==> src/rtl/track_sequencer.sv <==
// Tracking-loop sequencer: restart -> capture -> TDOA -> clamped LUT lookup -> one UART byte -> holdoff.
// Optional saturating statistics counters are built when SEQ_STATS_EN is defined.
`timescale 1ns/1ps

module track_sequencer #(
    parameter int LUT_LATENCY    = 2,
    parameter int HOLDOFF_CYCLES = 50_000_000,
    parameter int TIMEOUT_CYCLES = 10_000_000,
    parameter int K_LIMIT        = 42
) (
    input  logic        clock,
    input  logic        reset_n,
    input  logic        enable,
    input  logic        start_calc,
    input  logic        tdoa_done,
    input  logic [7:0]  k_hat,
    input  logic [7:0]  angle,
    input  logic        tx_busy,
    output logic        restart,
    output logic [7:0]  lut_idx,
    output logic        tx_valid,
    output logic [7:0]  tx_data,
    output logic [2:0]  state,
    output logic [15:0] capture_count,
    output logic [7:0]  timeout_count
);

    typedef enum logic [2:0] {
        ST_IDLE     = 3'd0,
        ST_RESTART  = 3'd1,
        ST_ARMED    = 3'd2,
        ST_CALC     = 3'd3,
        ST_LUT_WAIT = 3'd4,
        ST_SEND     = 3'd5,
        ST_HOLDOFF  = 3'd6
    } state_t;

    // One shared phase counter serves the CALC timeout, the ROM wait and the holdoff.
    localparam int CNT_MAX = (HOLDOFF_CYCLES > TIMEOUT_CYCLES)
                           ? ((HOLDOFF_CYCLES > LUT_LATENCY) ? HOLDOFF_CYCLES : LUT_LATENCY)
                           : ((TIMEOUT_CYCLES > LUT_LATENCY) ? TIMEOUT_CYCLES : LUT_LATENCY);
    localparam int CNT_W = $clog2(CNT_MAX + 1);

    localparam logic [CNT_W-1:0] TO_LAST = CNT_W'(TIMEOUT_CYCLES - 1);
    localparam logic [CNT_W-1:0] LW_LAST = CNT_W'(LUT_LATENCY);
    localparam logic [CNT_W-1:0] HO_LAST = CNT_W'(HOLDOFF_CYCLES - 1);

    localparam logic signed [8:0] K_POS   = 9'(K_LIMIT);
    localparam logic signed [8:0] K_NEG   = 9'(-K_LIMIT);
    localparam logic [7:0]        IDX_MAX = 8'(2 * K_LIMIT);

    state_t           state_reg, state_next;
    logic [CNT_W-1:0] cnt_reg, cnt_next;
    logic [7:0]       lut_idx_reg, lut_idx_next;
    logic [7:0]       tx_data_reg, tx_data_next;

    logic signed [8:0] k_ext;
    logic [7:0]        clamped_idx;
    logic              timeout_hit;
    logic              tx_fire;

    // Sign-extend so -128 compares as a true negative rather than wrapping.
    assign k_ext = {k_hat[7], k_hat};

    always_comb begin
        clamped_idx = 8'(k_ext - K_NEG);
        if (k_ext < K_NEG) begin
            clamped_idx = 8'd0;
        end else if (k_ext > K_POS) begin
            clamped_idx = IDX_MAX;
        end
    end

    // tdoa_done wins over the timeout when both land on the same cycle.
    assign timeout_hit = (state_reg == ST_CALC) && !tdoa_done && (cnt_reg == TO_LAST);
    assign tx_fire     = (state_reg == ST_SEND) && !tx_busy;

    always_ff @(posedge clock or negedge reset_n) begin
        if (!reset_n) begin
            state_reg   <= ST_IDLE;
            cnt_reg     <= '0;
            lut_idx_reg <= 8'd0;
            tx_data_reg <= 8'd0;
        end else begin
            state_reg   <= state_next;
            cnt_reg     <= cnt_next;
            lut_idx_reg <= lut_idx_next;
            tx_data_reg <= tx_data_next;
        end
    end

    always_comb begin
        state_next   = state_reg;
        cnt_next     = cnt_reg + CNT_W'(1);
        lut_idx_next = lut_idx_reg;
        tx_data_next = tx_data_reg;
        case (state_reg)
            ST_IDLE: begin
                cnt_next = '0;
                if (enable) begin
                    state_next = ST_RESTART;
                end
            end
            ST_RESTART: begin
                cnt_next   = '0;
                state_next = ST_ARMED;
            end
            ST_ARMED: begin
                cnt_next = '0;
                if (!enable) begin
                    state_next = ST_IDLE;
                end else if (start_calc) begin
                    state_next = ST_CALC;
                end
            end
            ST_CALC: begin
                if (tdoa_done) begin
                    lut_idx_next = clamped_idx;
                    cnt_next     = '0;
                    state_next   = ST_LUT_WAIT;
                end else if (timeout_hit) begin
                    cnt_next   = '0;
                    state_next = ST_RESTART;
                end
            end
            ST_LUT_WAIT: begin
                // Address registered on entry; ROM data is settled LUT_LATENCY clocks later.
                if (cnt_reg == LW_LAST) begin
                    tx_data_next = angle;
                    cnt_next     = '0;
                    state_next   = ST_SEND;
                end
            end
            ST_SEND: begin
                cnt_next = '0;
                if (!tx_busy) begin
                    state_next = ST_HOLDOFF;
                end
            end
            ST_HOLDOFF: begin
                if (cnt_reg == HO_LAST) begin
                    cnt_next   = '0;
                    state_next = enable ? ST_RESTART : ST_IDLE;
                end
            end
            default: begin
                cnt_next   = '0;
                state_next = ST_IDLE;
            end
        endcase
    end

    assign restart  = (state_reg == ST_RESTART);
    assign tx_valid = tx_fire;
    assign lut_idx  = lut_idx_reg;
    assign tx_data  = tx_data_reg;
    assign state    = state_reg;

`ifdef SEQ_STATS_EN
    logic [15:0] capture_count_reg;
    logic [7:0]  timeout_count_reg;

    always_ff @(posedge clock or negedge reset_n) begin
        if (!reset_n) begin
            capture_count_reg <= 16'd0;
            timeout_count_reg <= 8'd0;
        end else begin
            if (tx_fire && (capture_count_reg != 16'hFFFF)) begin
                capture_count_reg <= capture_count_reg + 16'd1;
            end
            if (timeout_hit && (timeout_count_reg != 8'hFF)) begin
                timeout_count_reg <= timeout_count_reg + 8'd1;
            end
        end
    end

    assign capture_count = capture_count_reg;
    assign timeout_count = timeout_count_reg;
`else
    assign capture_count = 16'd0;
    assign timeout_count = 8'd0;
`endif

endmodule
==> config.mk <==
export PLATFORM = sky130hd
export DESIGN_NAME = track_sequencer
export DESIGN_NICKNAME = d
export VERILOG_FILES = /design/src/rtl/track_sequencer.sv
export SDC_FILE = /design/constraint.sdc
export NUM_CORES = 1
export LEC_CHECK = 0
export CORE_AREA = 2 2 80 89
export CTS_CLUSTER_DIAMETER = 120
export DETAILED_ROUTE_END_ITERATION = 7
export DIE_AREA = 0 0 82 91
export MAX_ROUTING_LAYER = met4
export PLACE_DENSITY = 0.66
export SYNTH_ARGS = -nofsm -noshare
export SYNTH_HDL_FRONTEND = slang
export SYNTH_SLANG_ARGS = --single-unit
==> constraint.sdc <==
create_clock -name clock -period 2.4 [get_ports clock]
set_input_delay 0.48 -clock clock [delete_from_list [all_inputs] [get_ports clock]]
set_output_delay 0.48 -clock clock [all_outputs]
set_load 0.02 [all_outputs]
==> results.env, run 1 <==
GRT_SETUP_UNREPAIRED='false'
RUN_STATUS='finished clean'
POST_CTS_SETUP_REPAIR_BUFS=0
CRITICAL_PATH.N_BUFFERS_INVERTERS=1
REMAINING_DRC_ERRORS=0
DRT-INITIAL-DRC-COUNT=108
WIRE_PER_INST_UM=12.9
SEQ_TOTAL_AREA_YOSYS_PCT=44.2
FP.DIEH_UM=91
WORST_PATH_ARRIVAL_TIME_NS=1.80
DRTPASS1ITERATIONS=4
WORSTHOLDPATHTYPE='input port to asynchronous set/reset pin'
BUFFER_PORTS.INSERTED=42
FINALHOLDVIOLCOUNT=0
STATIC-LEAKAGE-POWER_nW=1.29
CORE.ROWCOUNT=31
SYNTH.FF_LATCH_COUNT=45
POST_ROUTE_CELLS_DRIVE_ABOVE_1_SHARE_PCT=10.4
TRITONCTS='yes'
FINAL_COMMON_CELL='sky130_fd_sc_hd__dfrtp_1'
WORST_PATH_DOMINANT_CELL_FAMILY='buffers and inverters'
COMB_POWER_SHARE_PCT=39.2
SWSHARE_PCT=35.6
CTS_MAX_PATH_BUFFERS=2
CTS_BUFFERS=5
SYNTH-EDFF-COUNT=0
FIN_CRIT_SH_PCT=94.8
AREA_DELTA_SYNTH_FINAL_PCT=20.3
FMAX_GHz=0.439
TIMING.CRITICAL_PATH.CELLS='nor2b_2 -> nand2_1 -> nor2_1 -> clkdlybuf4s50_1'
FINAL_NETS=333
CTS_NUM_SINKS=45
DESIGN.DIE.AREA_MM2=0.00746
TOTAL_SWITCHING_POWER_uW=855
HTREE_NUM_LEVELS=2
PART_OF_THE_TOTAL_POWER_DISSIPATED_IN_THE_CLOCK_NETWORK_PCT=20.1
CP_SLOWEST_STAGE_DELAY_NS=0.60
DRT-VIAS-PER-INSTANCE=4.95
POWER-PER-CELL-AREA_mW_PER_MM2=785
SYNTH_FF_TYPE='sky130_fd_sc_hd__dfrtp_1'
SETUP_CRIT_START_KIND='flip-flop'
CTS.REPORTEDPATHS.CLKPINSLEW_NS=0.08
FIN_WORST_SKEW_NS=0.00234
DP_SLACK_NS=0.212
WORSTPATHREQUIRED_NS=1.92
NUM_ANTENNA_CELLS=0
INITIAL_UTILIZATION_PCT=39.1
PLACE_CONGESTION=0.865
GRT_FIRST_PASS_WIRELENGTH_UM=8580
CRITPATHSLOWESTCELL='sky130_fd_sc_hd__clkdlybuf4s50_1'
WORSTSKEWPAIRLATENCY_NS=0.30
FINAL.SETUP.TNS_NS=0
ANTENNA_FOUND_INITIAL=0
RELATIVE_CONTRIBUTION_OF_SEQUENTIAL_CELLS_TO_TOTAL_POWER_PCT=40.7
SYNTH_CELL_TYPE_COUNT=43
NUM-FILL-CELLS=626
COUNT_OF_ENDPOINTS_FAILING_SETUP_IN_THE_FINAL_REPORT=0
DETAIL_ROUTE.WIRELENGTH_UM=5040
GLOBAL_ROUTE.USAGE.TOTAL_PCT=15.2
PIN_COUNT_OF_THE_BIGGEST_NET_ENTERING_GLOBAL_ROUTING=46
PATH_MAX_FANOUT=8
POWER.IR.VDD_WORST_mV=0.394
CRITICAL_SETUP_PATH_CLASS='flip-flop to primary output'
P_INT_mW=1.55
SYNTH.YOSYS.WARNINGS=0
DIE_W_UM=82
ASYNCSETRESETFLOPFRACSYNTH_PCT=100
FINAL_CELL_MIX='sky130_fd_sc_hd__dfrtp_1 (45), sky130_fd_sc_hd__clkdlybuf4s50_1 (41), sky130_fd_sc_hd__nor2_1 (37)'
CRITICAL_PATH_DEPTH=4
END_KIND='primary output'
GRT_REMAINING_OVERFLOW=0
REPORT.POWER.TOTAL_mW=2.40
MIN_PERIOD_NS=2.28
POST_SYNTH_INSTANCE_AREA_MM2=0.00255
PIN_COUNT=67
TIMING.FINAL.MAX_SLEW_VIOLATIONS=0
LARGEST_REGISTER_FFS=26
COREAREA_MM2=0.00652
REG2REGPATHDEPTH=5
POSTLAYOUTSETUPSLACKWORST_NS=0.124
GRT_PASS1_VIAS=1838
DRTANTENNAVIOLNETS=0
ROUTED-VIA-COUNT=1930
MAX_CAP_VIOL_COUNT=0
CLOCK-ROOT-BUFFER='sky130_fd_sc_hd__clkbuf_8'
SYN_AVG_CELL_AREA_UM2=9.83
POST_SYNTH_INST_COUNT=259
DPL.HPWL_UM=3710
-- cells in the mapped netlist (2+ instances only) --
| cell | number | area share, % |
|---|---|---|
| sky130_fd_sc_hd__and3_1 | 5 | 1.2 |
| sky130_fd_sc_hd__and2_1 | 4 | 0.98 |
| sky130_fd_sc_hd__xor2_1 | 12 | 4.1 |
| sky130_fd_sc_hd__buf_12 | 2 | 1.6 |
| sky130_fd_sc_hd__o21ai_0 | 8 | 1.6 |
| sky130_fd_sc_hd__nor2b_1 | 3 | 0.74 |
| sky130_fd_sc_hd__xnor2_1 | 12 | 4.1 |
| sky130_fd_sc_hd__nand2_1 | 21 | 3.1 |
| sky130_fd_sc_hd__nor2_1 | 37 | 5.5 |
| sky130_fd_sc_hd__inv_1 | 4 | 0.59 |
| sky130_fd_sc_hd__o31ai_1 | 8 | 2.4 |
| sky130_fd_sc_hd__nor3_1 | 6 | 1.2 |
| sky130_fd_sc_hd__dfrtp_1 | 45 | 44 |
| sky130_fd_sc_hd__a21oi_1 | 7 | 1.4 |
| sky130_fd_sc_hd__mux2_2 | 8 | 3.5 |
| sky130_fd_sc_hd__nand3_1 | 7 | 1.4 |
| sky130_fd_sc_hd__a22o_1 | 2 | 0.69 |
| sky130_fd_sc_hd__buf_4 | 24 | 7.1 |
| sky130_fd_sc_hd__ha_1 | 3 | 1.5 |
| sky130_fd_sc_hd__nor4_1 | 3 | 0.74 |
| sky130_fd_sc_hd__and4_1 | 2 | 0.69 |
| sky130_fd_sc_hd__or3_1 | 2 | 0.49 |
| sky130_fd_sc_hd__a21o_1 | 2 | 0.59 |
| sky130_fd_sc_hd__buf_6 | 3 | 1.3 |
| sky130_fd_sc_hd__nand4_1 | 11 | 2.7 |
-- stage by stage --
step,hold WS [ns],cells,area (um2),util (%)
after floorplan,0.184,282,2630,-
after global placement,0.464,383,2970,45.6
after detailed placement,0.466,383,2970,45.6
after CTS,0.143,390,3060,47.0
after global routing,0.158,390,3060,47.0
final,0.128,390,3060,47.0
-- kinds of logic after synthesis --
logic type               share of synthesized area, %
AND/OR/NAND/NOR                                  22.2
flip-flops                                       44.2
AO/OA/AOI/OAI                                    9.04
buffers and inverters                            10.7
XOR/XNOR                                         8.26
multiplexers                                     3.93
adder cells (fa/ha/maj)                          1.47
other                                           0.147
-- path summary, 6_finish.rpt --
path	from	end	slack (ns)
setup / recovery	state[0]	tx_valid	0.12
hold / removal	reset_n	cnt_reg[1]	0.13
setup reg to reg	cnt_reg[17]	tx_data[6]	0.19
hold reg to reg	lut_idx[3]	lut_idx[3]	0.48
max in group asynchronous	reset_n	tx_data[7]	2.05
min in group clock	lut_idx[3]	lut_idx[3]	0.48
-- final cells by class --
| cell class | instances | area (um2) | area share (%) |
|---|---|---|---|
| clock buffer | 6 | 82.6 | 2.70 |
| timing repair buffer | 49 | 493 | 16.1 |
| clock inverter | 1 | 7.51 | 0.245 |
| multi-input combinational | 203 | 1240 | 40.4 |
| inverter | 4 | 15.0 | 0.490 |
| sequential | 45 | 1130 | 36.8 |
| tap | 82 | 103 | 3.35 |
-- power by group through the flow --
stage,clock network (mW),registers (mW),logic (mW)
5_1_grt,0.534,0.998,1.02
4_1_cts,0.502,0.980,0.951
3_5_place_dp,0,0.995,0.948
6_report,0.483,0.980,0.942
3_3_place_gp,0,0.991,0.945
2_1_floorplan,0,1.11,0.534
-- metal layers --
layer	GRT usage (%)	routed length, um	vias to the layer above
li1	-	-	953
met1	19.2	2220	921
met2	23.2	2520	46
met3	3.08	185	10
met4	6.81	114	0
met5	-	0	-
-- timing repair --
action / CTS / global route
endpoints found under the setup margin: 0 / 2
hold buffers: 0 / 0
gates resized for setup: 0 / 1
No activity file was read; power rests on OpenSTA's default activity.
==> inputs of run 2 (changes only) <==
Settings changed: CTS_CLUSTER_SIZE set to 20, HOLD_SLACK_MARGIN set to 0.1.
==> results of run 2 <==
Final layout, timing and power as in run 1 (identical DEF).
